<file path="config.mk">
export PLATFORM = sky130hd
export DESIGN_NAME = udt_pkt_arbiter
export DESIGN_NICKNAME = d
export VERILOG_FILES = /design/src/rtl/udt_pkt_arbiter.sv
export SDC_FILE = /design/constraint.sdc
export NUM_CORES = 1
export LEC_CHECK = 0
export CORE_AREA = 3 3 147 149
export DETAILED_ROUTE_END_ITERATION = 7
export DIE_AREA = 0 0 150 152
export HOLD_SLACK_MARGIN = 0.02
export PLACE_DENSITY = 0.48
export SKIP_CTS_REPAIR_TIMING = 1
export SYNTH_ARGS = -nofsm -noshare
export SYNTH_HDL_FRONTEND = slang
export SYNTH_SLANG_ARGS = --single-unit
</file>
<file path="constraint.sdc">
create_clock -name core_clk -period 2.1 [get_ports core_clk]
set_input_delay 0.21 -clock core_clk [delete_from_list [all_inputs] [get_ports core_clk]]
set_output_delay 0.21 -clock core_clk [all_outputs]
set_load 0.02 [all_outputs]
</file>
<file path="src/rtl/udt_pkt_arbiter.sv">
// Whole-packet arbiter: strict priority for HI_PRI_MASK sources, round-robin within each class.
// Latency 1 cycle request-to-first-beat; m_tready low stalls only the owner's s_tready.
module udt_pkt_arbiter #(
  parameter int                 NUM_SRC     = 4,
  parameter logic [NUM_SRC-1:0] HI_PRI_MASK = 4'b1110,
  parameter int                 MAX_BEATS   = 256
) (
  input  logic                    core_clk,
  input  logic                    core_rst,
  input  logic [64*NUM_SRC-1:0]   s_tdata,
  input  logic [8*NUM_SRC-1:0]    s_tkeep,
  input  logic [NUM_SRC-1:0]      s_tvalid,
  input  logic [NUM_SRC-1:0]      s_tlast,
  output logic [NUM_SRC-1:0]      s_tready,
  output logic [63:0]             m_tdata,
  output logic [7:0]              m_tkeep,
  output logic                    m_tvalid,
  output logic                    m_tlast,
  input  logic                    m_tready,
  output logic [2:0]              grant_id,
  output logic                    busy,
  output logic                    wdog_err
);

  localparam int              CNT_W     = $clog2(MAX_BEATS + 1);
  localparam logic [7:0]      HI_PAD    = 8'(HI_PRI_MASK);
  localparam logic [2:0]      LAST_SRC  = 3'(NUM_SRC - 1);
  localparam logic [CNT_W-1:0] LAST_BEAT = CNT_W'(MAX_BEATS - 1);

  typedef enum logic {IDLE, BUSY} state_t;

  state_t           state, state_nxt;
  logic [2:0]       grant_q, grant_nxt;
  logic [2:0]       hi_ptr, hi_ptr_nxt, lo_ptr, lo_ptr_nxt, nxt_ptr;
  logic [CNT_W-1:0] beat_cnt, beat_cnt_nxt;
  logic             wdog_q, wdog_nxt, wdog_hit, xfer;

  // Sources padded to the full 3-bit grant space so grant_q indexes cleanly.
  logic [63:0] src_dat  [8];
  logic [7:0]  src_keep [8];
  logic [7:0]  vld_pad, last_pad;

  assign vld_pad  = 8'(s_tvalid);
  assign last_pad = 8'(s_tlast);

  for (genvar i = 0; i < 8; i++) begin : g_pad
    if (i < NUM_SRC) begin : g_src
      assign src_dat[i]  = s_tdata[64*i +: 64];
      assign src_keep[i] = s_tkeep[8*i +: 8];
    end else begin : g_none
      assign src_dat[i]  = '0;
      assign src_keep[i] = '0;
    end
  end

  logic [7:0] hi_req, lo_req, req;
  logic [2:0] ptr, win, idx;
  logic       use_hi, found;

  always_comb begin
    hi_req = vld_pad & HI_PAD;
    lo_req = vld_pad & ~HI_PAD;
    use_hi = |hi_req;
    req    = use_hi ? hi_req : lo_req;
    ptr    = use_hi ? hi_ptr : lo_ptr;
    win    = '0;
    found  = 1'b0;
    idx    = '0;
    for (int k = 0; k < NUM_SRC; k++) begin
      idx = 3'((int'(ptr) + k) % NUM_SRC);
      if (!found && req[idx]) begin
        found = 1'b1;
        win   = idx;
      end
    end
  end

  // Reset gates the handshake so an abandoned packet never moves a beat.
  always_comb begin
    m_tdata  = src_dat[grant_q];
    m_tkeep  = src_keep[grant_q];
    m_tvalid = 1'b0;
    m_tlast  = 1'b0;
    s_tready = '0;
    wdog_hit = 1'b0;
    if (state == BUSY && !core_rst) begin
      m_tvalid = vld_pad[grant_q];
      wdog_hit = (beat_cnt == LAST_BEAT) && !last_pad[grant_q];
      m_tlast  = last_pad[grant_q] | wdog_hit;
      s_tready = NUM_SRC'(m_tready) << grant_q;
    end
  end

  assign xfer    = m_tvalid & m_tready;
  assign nxt_ptr = (grant_q == LAST_SRC) ? 3'd0 : grant_q + 3'd1;

  always_comb begin
    state_nxt    = state;
    grant_nxt    = grant_q;
    hi_ptr_nxt   = hi_ptr;
    lo_ptr_nxt   = lo_ptr;
    beat_cnt_nxt = beat_cnt;
    wdog_nxt     = 1'b0;
    case (state)
      IDLE: begin
        if (|vld_pad) begin
          grant_nxt = win;
          state_nxt = BUSY;
        end
      end
      BUSY: begin
        if (xfer) begin
          if (m_tlast) begin
            state_nxt    = IDLE;
            beat_cnt_nxt = '0;
            wdog_nxt     = wdog_hit;
            if (HI_PAD[grant_q]) hi_ptr_nxt = nxt_ptr;
            else                 lo_ptr_nxt = nxt_ptr;
          end else begin
            beat_cnt_nxt = beat_cnt + CNT_W'(1);
          end
        end
      end
      default: state_nxt = IDLE;
    endcase
  end

  always_ff @(posedge core_clk) begin
    if (core_rst) begin
      state    <= IDLE;
      grant_q  <= '0;
      hi_ptr   <= '0;
      lo_ptr   <= '0;
      beat_cnt <= '0;
      wdog_q   <= 1'b0;
    end else begin
      state    <= state_nxt;
      grant_q  <= grant_nxt;
      hi_ptr   <= hi_ptr_nxt;
      lo_ptr   <= lo_ptr_nxt;
      beat_cnt <= beat_cnt_nxt;
      wdog_q   <= wdog_nxt;
    end
  end

  assign grant_id = grant_q;
  assign busy     = (state == BUSY);
  assign wdog_err = wdog_q;

endmodule

</file>
### After elaboration in Yosys (flattened, before gate mapping)

Memory sizes are Yosys's and may differ from the RTL's. A register that Yosys moved wholly into a read port is not among the register bits.
Index checks and enable logic that the tools add are counted.

* memories: 1
* bits of input ports: 299
* bits in registers: 18
* memory bits (read-only): 8
* logic and storage cells: 91
* output and inout bits: 83

Memory list
* (no name shown): depth 8, width 1, rd ports 1, clocked after Yosys merged registers in 1, wr ports 0, RTL line 117 `if (HI_PAD[grant_q]) hi_ptr_nxt = nxt_ptr;`

* bitwise gates (word level): 11
* reduce and logical (&&, ||, !) cells: 20
* add/subtract/negate cells: 5
* shift-type cells: 1
* multiplexer cells: 39
* order comparisons: 6
* equal/unequal tests: 2

Operator list (count)
* binary-select mux 64 bit (select 3 bit): 1
* two-way mux 64 bit: 2
* binary-select mux 8 bit (select 3 bit): 1
* < comparator 3 x 4 -> 1 bit, second input constant: 4
* two-way mux 8 bit: 2
* binary-select mux 1 bit (select 3 bit): 5
* two-way mux 1 bit: 15
* two-way mux 3 bit: 5
* adder 9 x 1 -> 9 bit, second input constant: 1
* equality test 9 x 8 -> 1 bit, second input constant: 1
* two-way mux 9 bit: 1
* two-way mux 4 bit: 2
* AND reduction 4 bit: 2
* two-way mux 2 bit: 3
* OR reduction 2 bit: 3
* logical AND 1 bit: 5
* zero test 1 bit: 5
* inverter 1 bit: 5
* OR reduction 5 bit: 1
* adder 2 x 1 -> 2 bit, second input constant: 2
* adder 2 bit, second input constant: 2
* >= comparator 4 bit, second input constant: 1
* < comparator 2 x 4 -> 1 bit, second input constant: 1
* inverter 3 -> 4 bit: 1
* other kinds (10): 13

### Logic depth before layout (Yosys ltp)

Gate-level depths: netlist (run 1).

* word-level depth: 17
* depth in mapped cells: 9
* depth with buffers taken out: 8

### Least setup slack after synthesis (run 1)

No wires, ideal clock.

* kind: register -> output
* from: register grant_q[0] (netlist: grant_id[0])
* to: output m_tdata[45]
* data required time: 1890 ps
* buffers on the path: 3
* stages on the path, launching flop included: 5
* arrival: 1816 ps
* path slack: 74 ps
* path through: dfxtp_1 buf_6 buf_2 buf_2 mux4_2

* word-level cells in the longest chain between the ends: 4

Ends and longest elaborated chain
* from (decl): RTL line 33 `logic [2:0] grant_q, grant_nxt;`
* from (signal assigned): RTL line 138 `grant_q <= grant_nxt;`
* inverter 3 -> 4 bit (not written as such): RTL line 80 `m_tdata = src_dat[grant_q];`
* binary-select mux 64 bit (select 3 bit): RTL line 80
* two-way mux 64 bit (not written as such) (2 in series): RTL line 80
* to (decl): RTL line 15 `output logic [63:0] m_tdata,`

No other way between the ends. The select of a mux whose other input is x is not followed.

### Final worst setup path (run 1)

* from: register grant_q[0] (netlist: grant_id[0])
* to: output m_tlast

* word-level cells in the longest chain between the ends: 6

Ends and longest elaborated chain
* binary-select mux 1 bit (select 3 bit) *: RTL line 88, 89
* two-way mux 1 bit (not written as such) *: RTL line 88, 89
* zero test 1 bit: RTL line 88 `wdog_hit = (beat_cnt == LAST_BEAT) && !last_pad[grant_q];`
* logical AND 1 bit: RTL line 88
* OR 1 bit *: RTL line 89 `m_tlast = last_pad[grant_q] | wdog_hit;`
* two-way mux 1 bit *: RTL line 86 `if (state == BUSY && !core_rst) begin`
* to (decl): RTL line 18 `output logic m_tlast,`

Mark *: on every way between the ends. The rest lies on a longest branch, timed or not. The select of a mux whose other input is x is not followed.

==> results of run 1 <==
[critical path: cells and delay by family, from the launching register on]
family / cells / cell delay, ns
buffers and inverters: 2 / 0.29
flip-flops: 1 / 0.40
multiplexers: 1 / 0.50
AND/OR/NAND/NOR: 2 / 0.40
[state kept, by name, indices dropped and copies added (netlist names), named ones only]
register and count:
wdog_err 1, lo_ptr 2, beat_cnt 9, grant_id 2
busy 1, hi_ptr 2
[placed cells by master (no fill, tap or decap), drive strengths merged, types with 3 or more instances in the layout]
master | Yosys | routed
mux4 | 74 | 74
a21oi | 4 | 4
xor2 | 6 | 6
nand2 | 11 | 11
nor2b | 3 | 3
nor2 | 23 | 23
nor3 | 5 | 5
clkbuf | 14 | 3
and3b | 3 | 3
clkdlybuf4s50 | 0 | 305
inv | 3 | 3
or2 | 3 | 3
ha | 3 | 3
nand3 | 4 | 4
dlymetal6s2s | 0 | 69
buf | 12 | 35
dfxtp | 18 | 18
mux2i | 5 | 5
[layout make-up]
cell class | count | area (sq um) | share of cell area [%]
diodes | 2 | 5.00 | 0.0679
clock buffers | 3 | 75.1 | 1.02
clock inverters | 1 | 3.75 | 0.0509
inverters | 3 | 11.3 | 0.153
multi-input cells | 172 | 2320 | 31.5
flip-flops and latches | 18 | 368 | 4.99
well taps | 270 | 338 | 4.58
repair buffers | 409 | 4250 | 57.7
[power groups by stage]
| stage | registers (mW) | clock network (mW) | logic (mW) |
|---|---|---|---|
| after global routing | 0.369 | 0.407 | 2.01 |
| after CTS | 0.368 | 0.393 | 1.96 |
| after global placement | 0.376 | 0 | 1.94 |
| final | 0.367 | 0.384 | 1.90 |
| after detailed placement | 0.375 | 0 | 1.96 |
| after floorplan | 0.372 | 0 | 0.804 |
[cells by family after synthesis]
logic type	after synthesis	synth area share, %
and+or+nand+nor	63	11.5
buffers and inverters	29	5.25
adders and majority gates	3	1.34
AOI/OAI and AO/OA	17	5.03
other	1	0.133
xor gates and xnor gates	8	2.49
muxes	80	61.5
DFF	18	12.8
[metal layers]
layer	GRT usage, %	vias up	routed length, um
met3	9.12	38	2680
met4	1.18	32	82
li1	-	1699	-
met2	29.9	207	10300
met5	0	-	236
met1	20.8	1919	8170
[stage by stage]
stage                     setup slack, ns  instances  setup TNS, ns  power [mW]  hold WS (ns)
after floorplan                    0.0744        219              0        1.18         0.305
after global placement             -0.248        870         -0.597        2.32         0.472
after detailed placement           -0.225        870         -0.629        2.33         0.483
after CTS                          -0.275        874         -13.33        2.72         0.494
after global routing              -0.0276        877        -0.0628        2.78         0.550
final                              0.0410        878              0        2.65         0.489
[worst paths after layout]
kind,to,cells past startpoint
worst max-delay path,m_tlast,5
worst max register to register,lo_ptr[0],8
worst min-delay path,beat_cnt[8],2
worst min register to register,beat_cnt[8],2
==> summary.md, run 1 <==
| Metric | Value |
|---|---|
| Worst Path Max Fanout | `5` |
| Maximum VDD drop | `0.000237 V` |
| Count leader, synth | `mux4_2` |
| # H-tree levels | `1` |
| Lkg Pwr | `3.16 nW` |
| Pint | `1.78 mW` |
| Die area | `roughly 23000 sq um` |
| Fmax | `486 MHz` |
| Net Sw Frac | `33.0%` |
| Crit path cell chain | `buf_4, mux4_2, or2_1, and3b_1, buf_2` |
| Slew Viols, Final | `0` |
| Post-synth EDFFs | `0` |
| Fin crit period | `2.06 ns` |
| Hold Startpoint | `beat_cnt[8]` |
| Post-DP Area | `7080 sq um` |
| Skew final | `around 0.0014 ns` |
| Hold Vio Cnt, Final | `0` |
| CTS tree | `built` |
| Max stage delay on crit path | `roughly 0.50 ns` |
| CP Capture Type | `primary output` |
| Number of DRC markers in iteration 0 | `~180` |
| Seq/Total Area, Yosys | `about 13%` |
| Core Util, Final | `36.3%` |
| DPL Wire Length | `approximately 19000 um` |
| Post-Syn Nets | `around 520` |
| HP Class | `flip-flop to flip-flop` |
| Final Cycle Share | `around 100%` |
| Worst r2r src | `grant_id[0]` |
| First-pass GRT wire length | `29700 um` |
| Power share of the sequential group | `approximately 14%` |
| Power per standard cell area | `360 nW/um^2` |
| Vias in the first global route | `4046` |
| Reg clk slew, reported paths | `around 0.050 ns` |
| Worst setup path startpoint | `grant_id[0]` |
| Max Root-Sink Buffers | `2` |
| Psw | `approximately 0.9 mW` |
| Synth Register Bits | `18` |
| Syn_area_per_cell | `12.8 sq um` |
| Die width | `150 um` |
| Largest net degree at the start of global routing | `47` |
| Max cap viols | `0` |
| Starting Density | `13.8%` |
| Nets@finish | `909` |
| # rows | `52` |
| Vias | `3895` |
| Layout cells sized above 1 | `20.3%` |
| Synth Warn # | `0` |
| Ys flop type | `dfxtp_1` |
| Critical Path AT | `1.85 ns` |
| CP max stage cell | `mux4_2` |
| Critical path class | `flip-flop to primary output` |
| Initial antenna violation count | `19` |
| Die H | `~150 um` |
| DRC errors left | `0` |
| Via density | `between 4 and 5` |
| Clock Tree Root | `clkbuf_16` |
| Area Overhead vs Synth | `162%` |
| Core footprint | `a little over 20000 sq um` |
| Sink Count | `18` |
| DRT antenna net count | `0` |
| Ys async rst share | `0%` |
| Routability Congestion | `0.864` |
| Reg2Reg Setup Slack | `0.11 ns` |
| Cell count after synthesis | `219` |
| Final Cell Area | `~7400 sq um` |
| Worst skew pair latency | `between 0.2 and 0.3 ns` |
| Total grt overflow | `0` |
| Netlist cell types | `43` |
| Port bufs | `380` |
| Fillers | `between 2000 and 2500` |
| Clock power share | `14.5%` |
| I/O pin cnt | `382` |
| Cell Area, Synth | `2810 sq um` |
| CP startpoint kind | `flip-flop` |
| Critical Path RT | `1.89 ns` |
| GRT Util Overall | `between 10% and 20%` |
| Final setup fails | `0` |
| RSZ-0062 raised after global routing | `true` |
| Combinational Power Share | `approximately 70%` |
| Synth area leader | `mux4_2` |
| Yosys top cell area share | `between 50% and 60%` |
| Status | `complete, no violations` |
| Wirelength per Cell | `24.4 um` |
| WL final | `21400 um` |
| Top cells by area, synth | `mux4_2 59%, dfxtp_1 13%, nor2_1 3.1%, clkbuf_1 1.9%, xor2_1 1.9%` |
| Num CTS Buffers | `3` |
| Synth cell count leaders | `74 x mux4_2, 23 x nor2_1, 18 x dfxtp_1` |
| Pre-Repair DR Iteration Count | `4` |
(Power assumes the default switching activity.)
==> run 2: changes to the inputs <==
- GPL_ROUTABILITY_DRIVEN: default -> 0
==> results of run 2 <==
Final layout, timing and power as in run 1 (identical DEF).
==> run 3: changes to the inputs <==
- CORE_AREA: 3 3 147 149 -> 3 3 149 151
- CTS_CLUSTER_DIAMETER: default -> 100
- DIE_AREA: 0 0 150 152 -> 0 0 152 154
- GPL_TIMING_DRIVEN: default -> 0
- PLACE_DENSITY: 0.48 -> 0.49
- clock period: 2.1 -> 1.7 ns (I/O delays scaled with it)
==> run 3 against run 2 <==
The run now ends with setup timing left. Sequential share of layout area fell by 0.19 points. Critical path depth rose by 1. Clock skew barely moved. Register-to-register slack got worse by 0.45 ns. Combinational power rose by 38%. Routed wire length fell by 1.6%. Via count barely moved. Worst setup slack got worse by 0.45 ns. Core utilization barely moved. Sequential power rose by 23%. Die area rose by 2.7%. Sequential cell count did not move.
==> summary.md, run 3 (synthesized netlist as in run 1, its figures left out) <==
| Metric | Value |
|---|---|
| Status | `complete, but fails checks` |
| Failing checks | `setup timing` |
| Max reg flops | `9` |
| CTS tree | `built` |
| Commonest non-fill, non-tap cell in the layout | `clkdlybuf4s50_1` |
| Die width | `152 um` |
| HP Class | `primary input to flip-flop` |
| CP startpoint kind | `flip-flop` |
| Critical Path RT | `1.53 ns` |
| Num CTS Buffers | `3` |
| Reg2Reg Setup Slack | `-0.34 ns` |
| Worst setup path startpoint | `grant_id[0]` |
| Area Overhead vs Synth | `171%` |
| GRT Util Overall | `16.0%` |
| Worst Path Max Fanout | `7` |
| Wirelength per Cell | `23.4 um` |
| Most frequent cells in the layout | `297 x clkdlybuf4s50_1, 74 x mux4_2, 69 x buf_6, 17 x buf_4` |
| Max Root-Sink Buffers | `2` |
| Via density | `roughly 4.3` |
| Hold Vio Cnt, Final | `0` |
| Fin cells | `between 900 and 1000` |
| Layout cells sized above 1 | `37.1%` |
| Slew Viols, Final | `0` |
| Max cap viols | `0` |
| Fmax | `around 470 MHz` |
| Fin crit period | `2.11 ns` |
| First-pass GRT wire length | `28400 um` |
| Worst r2r src | `grant_id[0]` |
| Final WS setup | `-0.411 ns` |
| DRT antenna net count | `0` |
| DRC errors left | `0` |
| Critical path class | `flip-flop to primary output` |
| Port bufs | `377` |
| Total grt overflow | `0` |
| Core footprint | `21000 sq um` |
| WL final | `approximately 21000 um` |
| Critical Path AT | `approximately 1.9 ns` |
| DPL Wire Length | `18300 um` |
| Clock Tree Root | `clkbuf_16` |
| Initial antenna violation count | `13` |
| Power per standard cell area | `471 nW/um^2` |
| CP Capture Type | `primary output` |
| Vias | `3893` |
| Sink Count | `18` |
| Final Cycle Share | `124%` |
| Number of DRC markers in iteration 0 | `191` |
| Starting Density | `13.4%` |
| RSZ-0062 raised after global routing | `true` |
| Die area | `23400 sq um` |
| Reg clk slew, reported paths | `about 0.05 ns` |
| Die H | `roughly 150 um` |
| Worst skew pair latency | `about 0.25 ns` |
| Largest net degree at the start of global routing | `11` |
| CP Capture Point | `m_tlast` |
| Final setup fails | `88` |
| Top reg by flops | `beat_cnt` |
| Lkg Pwr | `2.82 nW` |
| Setup WS pre-CTS | `-0.903 ns` |
| R2R cell count | `8` |
| Maximum VDD drop | `0.000302 V` |
| Pre-Repair DR Iteration Count | `5` |
| Fillers | `2116` |
| Skew final | `0.00103 ns` |
| # rows | `53` |
| Vias in the first global route | `slightly above 4000` |
| Dpl cells | `871` |
| Reg-to-reg endpoint | `lo_ptr[0]` |
| I/O pin cnt | `382` |
| # H-tree levels | `1` |
| Nets@finish | `925` |
## run 3: critical path, stage by stage (launching register included)
cell and delay (ns):
dfxtp_4 0.36, buf_12 0.12, mux4_2 0.51, or2_1 0.25, buf_6 0.12, and3b_2 0.19
buf_6 0.13
## run 3: metal layers
layer / vias up / track usage [%] / wire [um]
met5: - / 0 / 114
met4: 16 / 4.02 / 502
met3: 43 / 7.43 / 2090
met2: 212 / 27.8 / 10600
met1: 1880 / 17.7 / 7770
li1: 1742 / - / -
## run 3: layout make-up
type	count	area, sq um	share of cell area, %
diodes	5	12.5	0.164
plain buffers	24	322	4.23
clock buffers	4	88.8	1.17
inverters	3	11.3	0.148
multi-input cells	172	2400	31.6
flip-flops and latches	18	365	4.80
well taps	275	344	4.52
repair buffers	401	4060	53.4
## run 3: power breakdown
part / internal (mW) / total (mW) / switching, mW
Clock: 0.358 / 0.519 / 0.161
Sequential: 0.434 / 0.450 / 0.0160
Combinational: 1.63 / 2.62 / 0.991
Total: 2.42 / 3.59 / 1.17
## run 3: metrics by stage
stage	power, mW	hold slack (ns)	util [%]	cell area [sq um]	TNS, ns
floorplan	1.46	0.254	-	2840	-1.67
global placement	2.79	0.496	33.2	6950	-54.11
detailed placement	2.81	0.490	33.2	6950	-56.84
CTS	3.33	0.381	33.6	7040	-74.71
global route	3.74	0.339	36.2	7590	-24.45
finish	3.59	0.325	36.3	7610	-19.30
## run 3: how the worst min path moves through the flow
stage	cells after the start	from	slack, ns	to
2_1_floorplan	1	core_rst	0.25	grant_id[0]
3_3_place_gp	2	beat_cnt[8]	0.50	beat_cnt[8]
3_5_place_dp	2	beat_cnt[8]	0.49	beat_cnt[8]
4_1_cts	4	s_tvalid[1]	0.38	grant_id[1]
5_1_grt	2	core_rst	0.34	grant_id[0]
6_report	2	core_rst	0.33	grant_id[0]
